`src/rtl/bid_arbiter_xbar_if.sv`:
```
// Bus bundle between the bus-master agents, the bidding arbiter and the slave peripherals.
// The arbiter connects through the slave modport; the agents/peripherals side uses master.
interface bid_arbiter_xbar_if #(
   parameter int unsigned NM       = 4,
   parameter int unsigned NS       = 4,
   parameter int unsigned ADDR_W   = 32,
   parameter int unsigned DATA_W   = 32,
   parameter int unsigned BID_W    = 8,
   parameter int unsigned BUDGET_W = 12
);
   logic [NM-1:0]          m_req;
   logic [NM*BID_W-1:0]    m_bid;
   logic [NM*ADDR_W-1:0]   m_addr;
   logic [NM*DATA_W-1:0]   m_wdata;
   logic [NM-1:0]          m_rw;
   logic [NM-1:0]          m_grant;
   logic [NM-1:0]          m_done;
   logic [NM-1:0]          m_err;
   logic [DATA_W-1:0]      m_rdata;
   logic [NS-1:0]          s_sel;
   logic [ADDR_W-1:0]      s_addr;
   logic [DATA_W-1:0]      s_wdata;
   logic                   s_rw;
   logic [NS*DATA_W-1:0]   s_rdata;
   logic [NS-1:0]          s_ready;
   logic [NM*BUDGET_W-1:0] budget;

   modport master (
      output m_req, m_bid, m_addr, m_wdata, m_rw, s_rdata, s_ready,
      input  m_grant, m_done, m_err, m_rdata, s_sel, s_addr, s_wdata, s_rw, budget
   );

   modport slave (
      input  m_req, m_bid, m_addr, m_wdata, m_rw, s_rdata, s_ready,
      output m_grant, m_done, m_err, m_rdata, s_sel, s_addr, s_wdata, s_rw, budget
   );
endinterface

```
`src/rtl/bid_arbiter_xbar.sv`:
```
// N-master / M-slave bidding arbiter: highest affordable bid wins, one transfer at a time,
// per-master budgets debited on award and refilled every INTERVAL cycles.
module bid_arbiter_xbar #(
   parameter int unsigned NM         = 4,
   parameter int unsigned NS         = 4,
   parameter int unsigned ADDR_W     = 32,
   parameter int unsigned DATA_W     = 32,
   parameter int unsigned BID_W      = 8,
   parameter int unsigned BUDGET_W   = 12,
   parameter int unsigned MAX_AMOUNT = 1000,
   parameter int unsigned INTERVAL   = 256,
   parameter logic [15:0] BASE_HI    = 16'hFFEF,
   parameter int unsigned TIMEOUT    = 64
) (
   input logic               clk,
   input logic               rst_n,
   bid_arbiter_xbar_if.slave bus
);
   localparam int unsigned WI_W  = (NM > 1) ? $clog2(NM) : 1;
   localparam int unsigned SI_W  = (NS > 1) ? $clog2(NS) : 1;
   localparam int unsigned CNT_W = $clog2(INTERVAL);
   localparam int unsigned TO_W  = $clog2(TIMEOUT + 1);
   localparam logic [BUDGET_W-1:0] FULL = BUDGET_W'(MAX_AMOUNT);

   typedef enum logic [1:0] {IDLE, XFER, ERR} state_t;

   state_t                 state;
   logic [NM*BUDGET_W-1:0] bud_q;
   logic [CNT_W-1:0]       refill_cnt;
   logic [WI_W-1:0]        rr_ptr;
   logic [WI_W-1:0]        win;
   logic [SI_W-1:0]        slv;
   logic [TO_W-1:0]        wait_cnt;
   logic [NM-1:0]          grant_q, done_q, err_q;
   logic [NS-1:0]          sel_q;
   logic [DATA_W-1:0]      rdata_q, wdata_q;
   logic [ADDR_W-1:0]      addr_q;
   logic                   rw_q;

   logic [NM-1:0]          elig;
   logic                   found;
   logic [WI_W-1:0]        idx, best_idx;
   logic [BID_W-1:0]       best_bid;
   logic [15:0]            win_hi;
   logic [3:0]             win_field;
   logic                   win_valid;
   logic                   wrap;

   for (genvar g = 0; g < NM; g++) begin : g_elig
      assign elig[g] = bus.m_req[g] && (bus.m_bid[g*BID_W +: BID_W] != '0) &&
                       (BUDGET_W'(bus.m_bid[g*BID_W +: BID_W]) <= bud_q[g*BUDGET_W +: BUDGET_W]);
   end

   // Strict '>' while scanning from rr_ptr upward keeps the first tied master.
   always_comb begin
      found    = 1'b0;
      idx      = '0;
      best_idx = '0;
      best_bid = '0;
      for (int unsigned off = 0; off < NM; off++) begin
         idx = WI_W'((32'(rr_ptr) + off) % NM);
         if (elig[idx] && (!found || bus.m_bid[idx*BID_W +: BID_W] > best_bid)) begin
            found    = 1'b1;
            best_idx = idx;
            best_bid = bus.m_bid[idx*BID_W +: BID_W];
         end
      end
      win_hi    = bus.m_addr[best_idx*ADDR_W + 16 +: 16];
      win_field = bus.m_addr[best_idx*ADDR_W + 12 +: 4];
      win_valid = (win_hi == BASE_HI) && (32'(win_field) < NS);
   end

   assign wrap = (refill_cnt == CNT_W'(INTERVAL - 1));

   always_ff @(posedge clk or negedge rst_n) begin
      if (!rst_n) begin
         state      <= IDLE;
         bud_q      <= {NM{FULL}};
         refill_cnt <= '0;
         rr_ptr     <= '0;
         win        <= '0;
         slv        <= '0;
         wait_cnt   <= '0;
         grant_q    <= '0;
         done_q     <= '0;
         err_q      <= '0;
         sel_q      <= '0;
         rdata_q    <= '0;
         wdata_q    <= '0;
         addr_q     <= '0;
         rw_q       <= 1'b0;
      end else begin
         refill_cnt <= wrap ? '0 : refill_cnt + CNT_W'(1);
         if (wrap) bud_q <= {NM{FULL}};

         case (state)
            IDLE: begin
               done_q <= '0;
               err_q  <= '0;
               if (found) begin
                  win     <= best_idx;
                  rr_ptr  <= (32'(best_idx) == NM - 1) ? '0 : best_idx + WI_W'(1);
                  // A winner on the wrap cycle is debited from the refilled amount.
                  bud_q[best_idx*BUDGET_W +: BUDGET_W] <=
                     (wrap ? FULL : bud_q[best_idx*BUDGET_W +: BUDGET_W]) - BUDGET_W'(best_bid);
                  grant_q  <= NM'(1) << best_idx;
                  addr_q   <= bus.m_addr[best_idx*ADDR_W +: ADDR_W];
                  wdata_q  <= bus.m_wdata[best_idx*DATA_W +: DATA_W];
                  rw_q     <= bus.m_rw[best_idx];
                  slv      <= SI_W'(win_field);
                  wait_cnt <= '0;
                  if (win_valid) begin
                     sel_q <= NS'(1) << win_field;
                     state <= XFER;
                  end else begin
                     sel_q <= '0;
                     state <= ERR;
                  end
               end
            end
            XFER: begin
               if (bus.s_ready[slv]) begin
                  done_q  <= NM'(1) << win;
                  grant_q <= '0;
                  sel_q   <= '0;
                  if (!rw_q) rdata_q <= bus.s_rdata[slv*DATA_W +: DATA_W];
                  state   <= IDLE;
               end else if (wait_cnt == TO_W'(TIMEOUT - 1)) begin
                  done_q  <= NM'(1) << win;
                  err_q   <= NM'(1) << win;
                  grant_q <= '0;
                  sel_q   <= '0;
                  state   <= IDLE;
               end else begin
                  wait_cnt <= wait_cnt + TO_W'(1);
               end
            end
            ERR: begin
               done_q  <= NM'(1) << win;
               err_q   <= NM'(1) << win;
               grant_q <= '0;
               state   <= IDLE;
            end
            default: state <= IDLE;
         endcase
      end
   end

   assign bus.m_grant = grant_q;
   assign bus.m_done  = done_q;
   assign bus.m_err   = err_q;
   assign bus.m_rdata = rdata_q;
   assign bus.s_sel   = sel_q;
   assign bus.s_addr  = addr_q;
   assign bus.s_wdata = wdata_q;
   assign bus.s_rw    = rw_q;
   assign bus.budget  = bud_q;
endmodule
```
`src/flat_wrapper.sv`:
```
// flat-port wrapper written by rule: the top's interface ports become plain ports
module bid_arbiter_xbar_flat 
#(
   parameter int unsigned NM         = 4,
   parameter int unsigned NS         = 4,
   parameter int unsigned ADDR_W     = 32,
   parameter int unsigned DATA_W     = 32,
   parameter int unsigned BID_W      = 8,
   parameter int unsigned BUDGET_W   = 12,
   parameter int unsigned MAX_AMOUNT = 1000,
   parameter int unsigned INTERVAL   = 256,
   parameter logic [15:0] BASE_HI    = 16'hFFEF,
   parameter int unsigned TIMEOUT    = 64
)
  (clk, rst_n, bus_m_req, bus_m_bid, bus_m_addr, bus_m_wdata, bus_m_rw, bus_s_rdata, bus_s_ready, bus_m_grant, bus_m_done, bus_m_err, bus_m_rdata, bus_s_sel, bus_s_addr, bus_s_wdata, bus_s_rw, bus_budget);
  bid_arbiter_xbar_if #(.NM(NM), .NS(NS), .ADDR_W(ADDR_W), .DATA_W(DATA_W), .BID_W(BID_W), .BUDGET_W(BUDGET_W)) bus_i ();
  input logic clk;
  input logic rst_n;
  input wire logic [$bits(bus_i.m_req)-1:0] bus_m_req;
  input wire logic [$bits(bus_i.m_bid)-1:0] bus_m_bid;
  input wire logic [$bits(bus_i.m_addr)-1:0] bus_m_addr;
  input wire logic [$bits(bus_i.m_wdata)-1:0] bus_m_wdata;
  input wire logic [$bits(bus_i.m_rw)-1:0] bus_m_rw;
  input wire logic [$bits(bus_i.s_rdata)-1:0] bus_s_rdata;
  input wire logic [$bits(bus_i.s_ready)-1:0] bus_s_ready;
  output wire logic [$bits(bus_i.m_grant)-1:0] bus_m_grant;
  output wire logic [$bits(bus_i.m_done)-1:0] bus_m_done;
  output wire logic [$bits(bus_i.m_err)-1:0] bus_m_err;
  output wire logic [$bits(bus_i.m_rdata)-1:0] bus_m_rdata;
  output wire logic [$bits(bus_i.s_sel)-1:0] bus_s_sel;
  output wire logic [$bits(bus_i.s_addr)-1:0] bus_s_addr;
  output wire logic [$bits(bus_i.s_wdata)-1:0] bus_s_wdata;
  output wire logic [$bits(bus_i.s_rw)-1:0] bus_s_rw;
  output wire logic [$bits(bus_i.budget)-1:0] bus_budget;
  assign bus_i.m_req = bus_m_req;
  assign bus_i.m_bid = bus_m_bid;
  assign bus_i.m_addr = bus_m_addr;
  assign bus_i.m_wdata = bus_m_wdata;
  assign bus_i.m_rw = bus_m_rw;
  assign bus_i.s_rdata = bus_s_rdata;
  assign bus_i.s_ready = bus_s_ready;
  assign bus_m_grant = bus_i.m_grant;
  assign bus_m_done = bus_i.m_done;
  assign bus_m_err = bus_i.m_err;
  assign bus_m_rdata = bus_i.m_rdata;
  assign bus_s_sel = bus_i.s_sel;
  assign bus_s_addr = bus_i.s_addr;
  assign bus_s_wdata = bus_i.s_wdata;
  assign bus_s_rw = bus_i.s_rw;
  assign bus_budget = bus_i.budget;
  bid_arbiter_xbar #(.NM(NM), .NS(NS), .ADDR_W(ADDR_W), .DATA_W(DATA_W), .BID_W(BID_W), .BUDGET_W(BUDGET_W), .MAX_AMOUNT(MAX_AMOUNT), .INTERVAL(INTERVAL), .BASE_HI(BASE_HI), .TIMEOUT(TIMEOUT)) u_core (.clk(clk), .rst_n(rst_n), .bus(bus_i));
endmodule
```
`config.mk`:
```
export PLATFORM = sky130hd
export DESIGN_NAME = bid_arbiter_xbar_flat
export DESIGN_NICKNAME = d
export VERILOG_FILES = /design/src/rtl/bid_arbiter_xbar_if.sv /design/src/rtl/bid_arbiter_xbar.sv /design/src/flat_wrapper.sv
export SDC_FILE = /design/constraint.sdc
export NUM_CORES = 1
export LEC_CHECK = 0
export CAP_MARGIN = 0
export CORE_AREA = 2 2 229 231
export DETAILED_ROUTE_END_ITERATION = 16
export DIE_AREA = 0 0 231 233
export GPL_ROUTABILITY_DRIVEN = 0
export REMOVE_ABC_BUFFERS = 1
export SLEW_MARGIN = 25
export SYNTH_ARGS = -nofsm -noshare
export SYNTH_HDL_FRONTEND = slang
export SYNTH_SLANG_ARGS = --single-unit
```
`constraint.sdc`:
```
create_clock -name clk -period 11.9 [get_ports clk]
set_input_delay 2.38 -clock clk [delete_from_list [all_inputs] [get_ports clk]]
set_output_delay 2.38 -clock clk [all_outputs]
set_load 0.005 [all_outputs]
```
# Yosys cells after proc, flatten, opt, wreduce, memory -nomap -nowiden

Cells that the tools add are included.

Bits in registers: 184
Input port bits: 430
Word-level logic and storage cells: 152

$add $sub $neg: 10
$mul: 1
Order comparisons: 14
Equality and inequality tests: 11
Shift operators: 15
Mux-type cells: 52
Bitwise gates (word level): 1
Reduce and logical (&&, ||, !) cells: 33

Operators with widths:

| cell                       | count |
|---|---|
| $shiftx A128 B8 Y32        | 3 |
| $mux W48                   | 3 |
| $shiftx A128 B33 Y16       | 1 |
| $shiftx A128 B33 Y4        | 1 |
| $shiftx A32 B6 Y8          | 4 |
| $bwmux W48                 | 1 |
| $le A8 B12 Y1              | 4 |
| $shift A12 B34 Y48 const A | 1 |
| $shiftx A12 B34 Y48        | 1 |
| $shiftx A48 B7 Y12         | 1 |
| $mux W8                    | 5 |
| $pmux W4 S3                | 3 |
| $neg A6 Y34                | 1 |
| $mux W4                    | 8 |
| $reduce_bool A8 Y1         | 4 |
| $gt A8 B8 Y1               | 3 |
| $mux W7                    | 3 |
| $lt A2 B3 Y1 const B       | 6 |
| $mux W2                    | 9 |
| $eq A16 B16 Y1 const B     | 1 |
| $pmux W7 S2                | 1 |
| $bmux W1 S2                | 6 |
| $logic_and A1 B1 Y1        | 12 |
| $mux W12                   | 1 |
| 30 further kinds           | 54 |

# Depth between registers and ports, before layout

Depth in word-level cells: 26
Gate-level depth with buffers: 59

# Worst setup path before layout

Ideal clock, no wire load.

Path kind: input -> register
Start point: input port bus_m_bid[31]
End point: register u_core.bud_q[11], in the netlist u_core.bus.budget[11]
Arrival time: 11.685 ns
Required time: 11.756 ns
Path slack: 0.072 ns
Cell stages on the path: 54
Path through: ha_1 -> a21oi_1 -> o21a_1 -> o211ai_1 -> nor3_1 -> o32ai_4 -> nor2b_1 -> inv_1 -> ha_1 -> nor2b_1 -> o211ai_1 -> a21oi_1 -> o22a_1 -> o221ai_2 -> buf_6 -> mux2i_1 -> ha_1 -> nor2b_1 -> [... 18 more ...] -> buf_2 -> buf_1 -> a21oi_1 -> nand2_1 -> inv_1 -> ha_1 -> nor2b_1 -> o21ai_0 -> nand2b_1 -> a21o_1 -> a21o_1 -> a21o_1 -> a21o_1 -> a21o_1 -> nor2_1 -> and3_4 -> or2_4 -> o311ai_2

Longest elaborated chain between the ends: 26
Elaborated cells on any way between the ends: 50
Those cells by class: 2 x add/sub; 1 x mul; 4 x order compare; 7 x shift; 24 x mux; 12 x reduce/logical

RTL lines:

| item                                                   | RTL line                                         | RTL |
|---|---|---|
| from (decl)                                            | flat_wrapper.sv:20                               | `input wire logic [$bits(bus_i.m_bid)-1:0] bus_m_bid;` |
| branches (longest 17 deep; another with $le A8 B12 Y1) | -                                                |  |
| $mux W2 (*)                                            | bid_arbiter_xbar.sv:62                           | `if (elig[idx] && (!found \|\| bus.m_bid[idx*BID_W +: BID_W] > best_bid)) begin` |
| net u_core.best_idx[1]                                 | bid_arbiter_xbar.sv:42                           | `logic [WI_W-1:0] idx, best_idx;` |
| $mul A2 B2 Y4 (*)                                      | bid_arbiter_xbar.sv:104, bid_arbiter_xbar.sv:105 |  |
| $shiftx A48 B7 Y12                                     | bid_arbiter_xbar.sv:105                          | `(wrap ? FULL : bud_q[best_idx*BUDGET_W +: BUDGET_W]) - BUDGET_W'(best_bid);` |
| $mux W12                                               | bid_arbiter_xbar.sv:105                          |  |
| $sub A12 B8 Y12                                        | bid_arbiter_xbar.sv:105                          |  |
| $shiftx A12 B34 Y48                                    | bid_arbiter_xbar.sv:104                          | `bud_q[best_idx*BUDGET_W +: BUDGET_W] <=` |
| $bwmux W48 (*)                                         | bid_arbiter_xbar.sv:104                          |  |
| $mux W48 (*)                                           | bid_arbiter_xbar.sv:100                          | `if (found) begin` |
| $mux W48 (*)                                           | bid_arbiter_xbar.sv:96                           | `case (state)` |
| to (signal assigned)                                   | bid_arbiter_xbar.sv:78                           | `bud_q <= {NM{FULL}};` |
| to (signal assigned)                                   | bid_arbiter_xbar.sv:94                           | `if (wrap) bud_q <= {NM{FULL}};` |
| to (signal, indexed assignment)                        | bid_arbiter_xbar.sv:104                          |  |
| to (decl)                                              | bid_arbiter_xbar.sv:28                           | `logic [NM*BUDGET_W-1:0] bud_q;` |

Mark *: on every way through the listed nets, which the timed path passes. The select of a mux whose other input is x is not followed.
A chain may end at the register's enable or synchronous reset.

# Worst setup path after layout

Start point: input port bus_m_bid[16]
End point: register u_core.bud_q[23], in the netlist u_core.bus.budget[23]

Longest elaborated chain between the ends: 26
Elaborated cells on any way between the ends: 50
Those cells by class: 2 x add/sub; 1 x mul; 4 x order compare; 7 x shift; 24 x mux; 12 x reduce/logical

RTL lines:

| item                                                   | RTL line |
|---|---|
| branches (longest 24 deep; another with $le A8 B12 Y1) | - |
| $mux W48 (*)                                           | bid_arbiter_xbar.sv:100 |
| $mux W48 (*)                                           | bid_arbiter_xbar.sv:96 |

Mark *: on every way between the ends. The select of a mux whose other input is x is not followed.

==> results.yml <==
cts:
  cts_buffers: 17
  cts-root-buf: "clkbuf_16"
  numClockSinks: 182
  cts.clk_slew.worst_paths_ns: 0.07
  clk_latency_ns: 0.49
  cts_tree: "built"
  htreeDepth: 4
  cts_buffer_depth: 2
floorplan:
  dieArea_mm2: 0.0538
  start_util: 0.273
  row_count: 83
  die_height_um: 233
  die_width_um: 231
  coreArea_mm2: 0.0511
  io_pins: 591
placement:
  port_buffers: 590
  post-dp-hpwl_um: 50800
hold_path:
  hold_path_class: "flip-flop to flip-flop"
final_layout:
  drive_gt1_frac: 0.166
  finish.utilization: 0.434
  fillers: 4958
  areaGrowthSynthToFinish_pct: 59.0
  final_nets: 2707
global_route:
  grt_overflow: 0
  grt_pass1_vias: 14600
  grt_pass1_wl_um: 93200
  grt_max_degree: 102
  grt_usage: 0.232
  antenna_found_initial: 3
critical_path:
  path_buf_inv: 7
  cp-start-kind: "primary input"
  crit_path_top_delay_cell: "clkdlybuf4s50_1"
  cp-end-kind: "flip-flop"
  critPathMaxStageDelay_ns: 0.48
  crit_arrival_ns: 11.93
  crit_top_cell: "a21o_1"
  cp_top_family: "compound AO/OA/AOI/OAI gates"
  critPathKind: "primary input to flip-flop"
  rrSetupSlack_ns: 1.90
  worstPathMaxFanout: 6
  critPathRequiredTime_ns: 12.28
logic_synthesis:
  synthTopCellsByArea: "dfrtp_1, nand2_1, mux4_2"
  seq_area_frac_synth: 0.329
  ys_types: 84
  avgSynthCellArea_um2: 8.95
  netlist.area_leader.share: 0.283
  synth-seq-cells: 182
  yosysTopAreaCell: "dfrtp_1"
  synth_async_sr_flop_share: 1.00
  synth-edff-count: 0
  synth_warnings: 0
  synthFlopType: "dfrtp_1"
  synth_area_mm2: 0.0139
  synthCells: 1559
timing:
  finalSetupViolations: 0
  period_minus_slack_ns: 11.54
  relSlewSlack: 0.334
  fin_crit_sh: 0.970
  max_freq_ghz: 0.0866
  finalClockSkew_ns: 0.0160
  slew_violations: 0
  hold_viol: 0
  tightest_slew_ns: 1.00
routing:
  routedWlPerCell_um: 22.1
  drt_wl_total_um: 63900
  via_per_inst: 5.13
  drt-initial-drc-count: 1131
  drt.antenna.violating_nets: 0
  via_count: 14900
  drt_pass1_iterations: 5
  remaining_drc_errors: 0
run_status:
  outcome: "completed"
job:
  drv_cap: 0
## state kept, by name, indices dropped and copies added (netlist names), 4 cells and up
register            flops
u_core.refill_cnt       8
u_core.bus.s_addr      32
u_core.wait_cnt         7
u_core.bus.s_wdata     32
u_core.bus.m_grant      4
u_core.bus.m_done       4
u_core.bus.m_err        4
u_core.bus.m_rdata     32
u_core.bus.s_sel        4
u_core.bus.budget      48
## kinds of logic after synthesis
family / after synthesis / share of synthesized area
AO/OA/AOI/OAI: 333 / 0.159
XOR/XNOR: 17 / 0.0107
adder cells (fa/ha/maj): 76 / 0.0687
buffers and inverters: 151 / 0.0459
flip-flops: 182 / 0.329
multiplexers: 169 / 0.175
AND/OR/NAND/NOR: 631 / 0.212
## per-layer routing
metal	vias to the layer above	global-route usage	share of wire
met5	-	0	0
met4	0	0.0659	0.020
met3	69	0.0603	0.080
met2	625	0.395	0.49
met1	7227	0.288	0.41
li1	6943	-	-
## timing repair
item / in CTS / in global routing
setup endpoints to repair: 0 / 35
buffers inserted: 0 / 16
hold buffers: 0 / 0
resized for setup: 0 / 41
endpoints found under the hold margin: 0 / 0
## synthesized netlist by cell type (4+ instances only)
library cell  number
a211oi_1          29
a21o_1            17
a21oi_1           47
a22o_1            11
and2_1             8
and3_1            96
buf_1             14
buf_2             16
buf_6              4
clkbuf_1          62
dfrtp_1          158
dfstp_2           24
ha_1              75
inv_1             51
mux2_2            57
mux2i_1           58
mux4_2            51
nand2_1          330
nand2b_1           4
nand3_1           28
nand3b_1           4
nand4_1           19
nor2_1            77
nor2b_1           21
nor3_1             7
nor4_1             8
o211ai_1           8
o21a_1             8
o21ai_0          117
o21ai_1            8
o311ai_2           4
o31ai_1           53
or2_2              6
or4_1              4
xnor2_1            9
xor2_1             8
## placed cells by master, fill, tap and decap left out, types with 5 or more instances in the layout
master | Yosys | final
a211oi_1 | 29 | 24
a21o_1 | 17 | 17
a21oi_1 | 47 | 43
a21oi_2 | 1 | 5
a22o_1 | 11 | 11
and2_1 | 8 | 8
and3_1 | 96 | 96
buf_4 | 2 | 128
clkbuf_16 | 0 | 17
clkdlybuf4s50_1 | 0 | 588
dfrtp_1 | 158 | 156
dfstp_2 | 24 | 24
ha_1 | 75 | 69
ha_4 | 0 | 6
inv_1 | 51 | 50
inv_6 | 1 | 7
mux2_2 | 57 | 57
mux2i_1 | 58 | 53
mux2i_2 | 0 | 5
mux4_2 | 51 | 51
nand2_1 | 330 | 329
nand3_1 | 28 | 28
nand4_1 | 19 | 19
nor2_1 | 77 | 76
nor2b_1 | 21 | 20
nor3_1 | 7 | 6
nor4_1 | 8 | 7
o211ai_1 | 8 | 8
o21a_1 | 8 | 8
o21ai_0 | 117 | 110
o21ai_1 | 8 | 12
o31ai_1 | 53 | 53
or2_2 | 6 | 6
xnor2_1 | 9 | 8
xor2_1 | 8 | 7
## worst min-delay path, delay by kind of cell (launching register included)
family | cells | cell delay (ns)
AO/OA/AOI/OAI | 1 | 0.05
flip-flops | 1 | 0.35
AND/OR/NAND/NOR | 1 | 0.05
## cell type report
class	count	area [um2]	share of cell area
Antenna cell	2	5.00	0.000226
Clock buffer	17	425	0.0192
Clock inverter	15	205	0.00925
Inverter	52	200	0.00903
Multi-Input combinational cell	1227	8990	0.405
Sequential cell	182	4590	0.207
Tap cell	680	851	0.0384
Timing Repair Buffer	721	6920	0.312
## metrics by stage
step	TNS, ns	cell area [um2]	hold WS [ns]	std cells	setup slack, ns
6_report	0	22200	0.481	2896	0.359
3_5_place_dp	-6.49	21200	0.467	2845	-0.510
5_1_grt	-1.29	22200	0.502	2896	-0.141
4_1_cts	0	21800	0.484	2877	0.0115
3_3_place_gp	-0.300	21200	0.461	2845	-0.0746
2_1_floorplan	-95.49	13500	0.445	1460	-2.27
## path summary, 6_finish.rpt
path / from / depth (start not counted) / endpoint
worst max-delay path: bus_m_bid[16] / 53 / u_core.bus.budget[23]$_DFF_PN0_
worst min register to register: u_core.bus.s_wdata[30]$_DFFE_PN0P_ / 2 / u_core.bus.s_wdata[30]$_DFFE_PN0P_
max in group asynchronous: rst_n / 2 / u_core.bus.budget[37]$_DFF_PN0_
min in group asynchronous: rst_n / 1 / u_core.bus.m_rdata[20]$_DFFE_PN0P_
worst min-delay path: u_core.bus.s_wdata[30]$_DFFE_PN0P_ / 2 / u_core.bus.s_wdata[30]$_DFFE_PN0P_
worst max register to register: u_core.bus.budget[47]$_DFF_PN0_ / 52 / u_core.bus.budget[23]$_DFF_PN0_
Power is not shown: default switching activity piles up to over one toggle a cycle in this logic, so the estimate is an artifact.
